--- config.mk ---
export PLATFORM = sky130hd
export DESIGN_NAME = mem_ctrl
export DESIGN_NICKNAME = d
export VERILOG_FILES = /design/src/rtl/mem_ctrl_pkg.sv /design/src/rtl/mem_ctrl.sv
export SDC_FILE = /design/constraint.sdc
export NUM_CORES = 1
export LEC_CHECK = 0
export CAP_MARGIN = 20
export CORE_MARGIN = 10
export CORE_UTILIZATION = 51
export DETAILED_ROUTE_END_ITERATION = 10
export GPL_TIMING_DRIVEN = 0
export PLACE_DENSITY = 0.83
export SLEW_MARGIN = 30
export SYNTH_ARGS = -nofsm -noshare
export SYNTH_HDL_FRONTEND = slang
export SYNTH_SLANG_ARGS = --single-unit
--- constraint.sdc ---
create_clock -name clk_in -period 2.3 [get_ports clk_in]
set_input_delay 0.345 -clock clk_in [delete_from_list [all_inputs] [get_ports clk_in]]
set_output_delay 0.345 -clock clk_in [all_outputs]
set_load 0.03 [all_outputs]
--- src/rtl/mem_ctrl_pkg.sv ---
// Shared encodings for the core-to-RAM byte-serial memory controller:
// FSM states, access size codes and the IO region test.
package mem_ctrl_pkg;

  typedef enum logic [1:0] {
    ST_IDLE  = 2'd0,
    ST_READ  = 2'd1,
    ST_WRITE = 2'd2
  } state_e;

  localparam logic [1:0] SIZE_B = 2'd0;
  localparam logic [1:0] SIZE_H = 2'd1;
  localparam logic [1:0] SIZE_W = 2'd2;

  localparam logic [31:0] IO_BASE_DEFAULT = 32'h0003_0000;

  // Index of the final byte of an access; the illegal code 3 behaves as a word.
  function automatic logic [1:0] size_last(input logic [1:0] size);
    case (size)
      SIZE_B:  return 2'd0;
      SIZE_H:  return 2'd1;
      SIZE_W:  return 2'd3;
      default: return 2'd3;
    endcase
  endfunction

  function automatic logic is_io(input logic [1:0] region, input logic [1:0] io_region);
    return region == io_region;
  endfunction

endpackage

--- src/rtl/mem_ctrl.sv ---
// Arbitrates IF and LS clients onto a byte-wide synchronous RAM/IO bus,
// serialising every access into single-byte transfers.
module mem_ctrl
  import mem_ctrl_pkg::*;
#(
  parameter int unsigned ADDR_WIDTH = 32,
  parameter logic [31:0] IO_BASE    = IO_BASE_DEFAULT
) (
  input  logic                  clk_in,
  input  logic                  rst_in,
  input  logic                  rdy_in,
  input  logic                  clear_in,
  input  logic                  io_buffer_full,
  input  logic [7:0]            mem_din,
  output logic [7:0]            mem_dout,
  output logic [ADDR_WIDTH-1:0] mem_a,
  output logic                  mem_wr,
  input  logic                  if_req,
  input  logic [ADDR_WIDTH-1:0] if_addr,
  output logic                  if_done,
  output logic [31:0]           if_data,
  input  logic                  ls_req,
  input  logic                  ls_we,
  input  logic [1:0]            ls_size,
  input  logic [ADDR_WIDTH-1:0] ls_addr,
  input  logic [31:0]           ls_wdata,
  output logic [31:0]           ls_rdata,
  output logic                  ls_done
);

  state_e                state_q;
  logic [2:0]            cnt_q;
  logic [1:0]            last_q;
  logic                  is_ls_q;
  logic                  we_q;
  logic [ADDR_WIDTH-1:0] mem_a_q;
  logic [7:0]            mem_dout_q;
  logic [31:0]           wdata_q;
  logic [31:0]           rd_buf_q;
  logic                  iss_valid_q;
  logic [1:0]            iss_idx_q;
  logic                  if_done_q;
  logic                  ls_done_q;
  logic [31:0]           if_data_q;
  logic [31:0]           ls_rdata_q;

  logic                  io_stall;
  logic                  at_last;
  logic [1:0]            cnt_inc;
  logic                  accept;
  logic                  accept_ls;
  logic [31:0]           rd_merge;

  assign io_stall  = is_io(mem_a_q[17:16], IO_BASE[17:16]) && io_buffer_full;
  assign at_last   = (cnt_q == {1'b0, last_q});
  assign cnt_inc   = cnt_q[1:0] + 2'd1;
  assign accept    = rdy_in && !clear_in && (state_q == ST_IDLE) &&
                     ((ls_req && !ls_done_q) || (if_req && !if_done_q));
  assign accept_ls = accept && ls_req && !ls_done_q;

  // The final byte arrives on mem_din in the done cycle itself.
  always_comb begin
    rd_merge = rd_buf_q;
    rd_merge[8*last_q +: 8] = mem_din;
  end

  assign mem_a    = mem_a_q;
  assign mem_dout = mem_dout_q;
  assign mem_wr   = (state_q == ST_WRITE) && rdy_in && !io_stall;
  assign if_done  = if_done_q;
  assign ls_done  = ls_done_q;
  assign if_data  = if_done_q ? rd_merge : if_data_q;
  assign ls_rdata = (ls_done_q && !we_q) ? rd_merge : ls_rdata_q;

  // The RAM keeps answering while rdy_in is low, so read bytes are tracked
  // against whatever address was on the bus in the previous cycle.
  always_ff @(posedge clk_in) begin
    if (rst_in) begin
      iss_valid_q <= 1'b0;
      iss_idx_q   <= 2'd0;
      rd_buf_q    <= '0;
    end else begin
      iss_valid_q <= (state_q == ST_READ);
      iss_idx_q   <= cnt_q[1:0];
      if (accept) begin
        rd_buf_q <= '0;
      end else if (iss_valid_q) begin
        rd_buf_q[8*iss_idx_q +: 8] <= mem_din;
      end
    end
  end

  always_ff @(posedge clk_in) begin
    if (rst_in) begin
      state_q    <= ST_IDLE;
      cnt_q      <= '0;
      last_q     <= '0;
      is_ls_q    <= 1'b0;
      we_q       <= 1'b0;
      mem_a_q    <= '0;
      mem_dout_q <= '0;
      wdata_q    <= '0;
      if_done_q  <= 1'b0;
      ls_done_q  <= 1'b0;
      if_data_q  <= '0;
      ls_rdata_q <= '0;
    end else if (rdy_in) begin
      if_done_q <= 1'b0;
      ls_done_q <= 1'b0;
      if (if_done_q) if_data_q <= rd_merge;
      if (ls_done_q && !we_q) ls_rdata_q <= rd_merge;
      case (state_q)
        ST_IDLE: begin
          if (accept) begin
            cnt_q <= '0;
            if (accept_ls) begin
              is_ls_q    <= 1'b1;
              we_q       <= ls_we;
              mem_a_q    <= ls_addr;
              last_q     <= size_last(ls_size);
              wdata_q    <= ls_wdata;
              mem_dout_q <= ls_wdata[7:0];
              state_q    <= ls_we ? ST_WRITE : ST_READ;
            end else begin
              is_ls_q <= 1'b0;
              we_q    <= 1'b0;
              mem_a_q <= if_addr;
              last_q  <= 2'd3;
              state_q <= ST_READ;
            end
          end
        end
        ST_READ: begin
          if (clear_in) begin
            state_q <= ST_IDLE;
          end else if (at_last) begin
            state_q <= ST_IDLE;
            if (is_ls_q) ls_done_q <= 1'b1;
            else         if_done_q <= 1'b1;
          end else begin
            cnt_q   <= cnt_q + 3'd1;
            mem_a_q <= mem_a_q + 1'b1;
          end
        end
        ST_WRITE: begin
          if (!io_stall) begin
            if (at_last) begin
              state_q   <= ST_IDLE;
              ls_done_q <= 1'b1;
            end else begin
              cnt_q      <= cnt_q + 3'd1;
              mem_a_q    <= mem_a_q + 1'b1;
              mem_dout_q <= wdata_q[8*cnt_inc +: 8];
            end
          end
        end
        default: state_q <= ST_IDLE;
      endcase
    end
  end

endmodule
==> metrics.md <==
| Metric | Value |
|---|---|
| CTS Sinks | 182 |
| Reg2reg end | rd_buf_q[22] |
| Via density | 6.31 |
| Pins Over Slew Limit | 0 |
| CP Class | flip-flop to primary output |
| Post-synth EDFFs | 0 |
| XOR/XNOR Fraction of Synth Area | 0.186% |
| Max-cap viol count | 0 |
| Die area | 24300 um^2 |
| Syn. warnings | 0 |
| Main combinational cell family by area after synthesis | simple AND/OR/NAND/NOR gates |
| Hpwl dp | 25600 um |
| Fin crit share | 118% |
| Synth Cell Area | 9400 um^2 |
| Count leader, synth | dfxtp_1 |
| Sequential share of the synthesized area | 38.7% |
| Top Ports | 221 |
| Tmin final | 2700 ps |
| Total number of vias | 10700 |
| Final #Nets | 1584 |
| TritonCTS buffer count | 17 |
| Vias in the first global route | 10000 |
| Synth area leaders | dfxtp_1 (39%), mux2i_1 (8.4%), a21oi_1 (7.0%) |
| Crit path required time | 1960 ps |
| Fill cells | 1294 |
| Most instantiated cells after synthesis | dfxtp_1 (182), nor2_1 (154), a21oi_1 (132) |
| Worst Reg-to-Reg Cells | 7 |
| Crit end category | primary output |
| Sequential share of power | 40.5% |
| Final setup margin | -405 ps |
| Port Buffer Count | 211 |
| GPL Wtd Cong | 1.00 |
| WL final | 38300 um |
| Die X | 156 um |
| Die Ht | 156 um |
| CP Launch Type | flip-flop |
| Starting Density | 52.2% |
| Share of cells above drive strength 1 | 23.7% |
| Root Driver | clkbuf_16 |
| Final Skew | 8.90 ps |
| Simple-gate share of the synthesized area | 21.8% |
| Worst-Margin Slew | 864 ps |
| Critical path peak fanout | 8 |
| Initial antenna violation count | 1 |
| Hold WC Path Type | input pin to flip-flop |
| Row cnt | 49 |
| Leak pwr | 5.12 nW |
| Largest net degree at the start of global routing | 17 |
| Hold Vio Cnt, Final | 0 |
| Worst-skew pair later-pin latency | 440 ps |
| H-tree depth | 4 |
| Bufs on Longest Clock Path | 2 |
| Hold Startpoint | mem_din[7] |
| Hold Path Depth | 3 |
| Failing checks | setup timing |
| Top_reg_cell synth | dfxtp_1 |
| Post-synthesis cell count | 1177 |
| DRC | 0 |
| Worst slack at placement | -1040 ps |
| Area Overhead vs Synth | 45.4% |
| First-pass GRT wire length | 55700 um |
| Synth cell types | 56 |
| NetSw | 2.34 mW |
| R2r setup slk | -70 ps |
| CTS tree | yes |
| Remaining antenna violation count | 0 |
| Async S/R FF share, synth | 0% |
| Worst Path Arrival | 2360 ps |
| Clock Power Share | 41.4% |
| Hold path endpoint | rd_buf_q[7] |
| Synth Area in Compound Gates | 20.7% |
| Max_slew headroom | 42.4% |
| Post-CTS Hold Buffers | 0 |
| Total grt overflow | 0 |
| Overall Global Routing Usage | 28.3% |
| Peak supply drop | 0.588 mV |
| Drt pass-1 iters | 7 |
| Syn Nets | 1307 |
| Overall Power | 8.25 mW |
| Mapped Avg Cell Area | 7.99 um^2 |
| Final Core Density | 75.9% |
| FMAX | 370 MHz |
| Share of the synthesized area in the top cell type | 38.7% |
| Sw Share | 28.4% |
| RSZ-0062 raised after global routing | yes |
| Comb power frac | 18.1% |
| Status | finished with violations |
| FF+latch count, synth | 182 |
| Drt wl/cell | 22.6 um |
| Post-synthesis adder-cell area fraction | 2.13% |
| Internal power | 5.91 mW |
| DRT iter0 DRCs | 1069 |
| Synth area leader | dfxtp_1 |
| Final Setup Violations | 72 |
| Placeable Area | 18000 um^2 |
| ANT cells | 0 |
| Post-synthesis mux area share | 11.6% |
| Worst reg2reg path startpoint | iss_idx_q[0] |
| Pwr per Cell Area | 603 nW/um^2 |
| CTS clk-pin slew, worst paths | 80 ps |
[sequential cells by signal (all words and copies together), names as in the netlist, 3 cells and up]
name        flops
cnt_q           3
if_data_q      32
ls_rdata_q     32
mem_a          32
mem_dout        8
rd_buf_q       32
wdata_q        32
[worst max-delay path, stage by stage (launching register included)]
cell      delay [ps]
dfxtp_4          410
inv_6             60
ha_4             280
nor4bb_4         430
buf_8            230
a21oi_4           80
a21oi_2          240
buf_6            170
[how the worst max path moves through the flow]
| stage | startpoint | endpoint | slack (ps) | cells after the start |
|---|---|---|---|---|
| after global placement | rdy_in | mem_wr | -1060 | 5 |
| after global routing | last_q[1] | if_data[25] | -420 | 7 |
| after detailed placement | rdy_in | mem_wr | -1040 | 5 |
| after CTS | last_q[1] | ls_rdata[24] | -220 | 6 |
| final | last_q[1] | if_data[25] | -400 | 7 |
| after floorplan | last_q[0] | ls_rdata[24] | -40 | 6 |
[power groups by stage]
| stage | Combinational, mW | Sequential, mW | Clock [mW] |
|---|---|---|---|
| 6_report | 1.49 | 3.34 | 3.41 |
| 2_1_floorplan | 0.628 | 3.47 | 0 |
| 3_5_place_dp | 1.27 | 3.40 | 0 |
| 4_1_cts | 1.37 | 3.33 | 3.39 |
| 3_3_place_gp | 1.26 | 3.40 | 0 |
| 5_1_grt | 1.57 | 3.35 | 3.51 |
[kinds of logic (layout without fill, tap and decap cells)]
group / count (synthesis) / in the layout
buffers and inverters: 114 / 404
adders and majority gates: 16 / 16
and+or+nand+nor: 443 / 443
AOI/OAI and AO/OA: 322 / 322
muxes: 98 / 98
DFF: 182 / 182
xor gates and xnor gates: 2 / 2
[cell type report]
cell class                      instances  area, um^2  share of cell area [%]
Inverter                               14        66.3                   0.485
Clock buffer                           20         467                    3.41
Timing Repair Buffer                  264        2560                    18.7
Multi-Input combinational cell        881        5940                    43.4
Tap cell                              229         287                    2.10
Sequential cell                       182        3660                    26.7
Buffer                                 94         492                    3.60
Clock inverter                         12         210                    1.54
[placed cells by master (no fill, tap or decap), drive strengths merged, types with 7 or more instances in the layout]
cell             n
nand2b           7
nand2          126
nor3            21
nor4            11
nor2           154
mux2            11
mux2i           79
nand3           39
a22oi           33
a21oi          132
and3             7
clkbuf          89
buf            142
clkdlybuf4s50  146
dfxtp          182
a211oi          19
ha              16
o211ai          13
nor2b           38
nand4           11
inv             18
mux4             8
a31oi           15
o21ai           63
o31ai           20
[per-layer routing]
| layer | global-route usage, % | share of wire [%] | vias to the layer above |
|---|---|---|---|
| li1 | - | - | 4770 |
| met1 | 36.0 | 39 | 5056 |
| met2 | 45.2 | 46 | 719 |
| met3 | 8.22 | 11 | 148 |
| met4 | 8.96 | 4.0 | 2 |
| met5 | 0 | 0.034 | - |
[timing repair]
item,4_1_cts,5_1_grt
endpoints found under the setup margin,205,162
cloned,0,1
gates resized for setup,533,101
setup buffers,31,21
pin swaps,44,32
[per-stage QoR]
stage | instance area, um^2 | hold slack (ps) | setup TNS [ps] | cells
floorplan | 9520 | 433 | -46.7 | 1177
global placement | 11900 | 439 | -107190 | 1617
detailed placement | 11900 | 447 | -114350 | 1617
CTS | 13200 | 330 | -10260 | 1676
global route | 13700 | 411 | -20780 | 1696
finish | 13700 | 375 | -16110 | 1696
(Power assumes the default switching activity.)
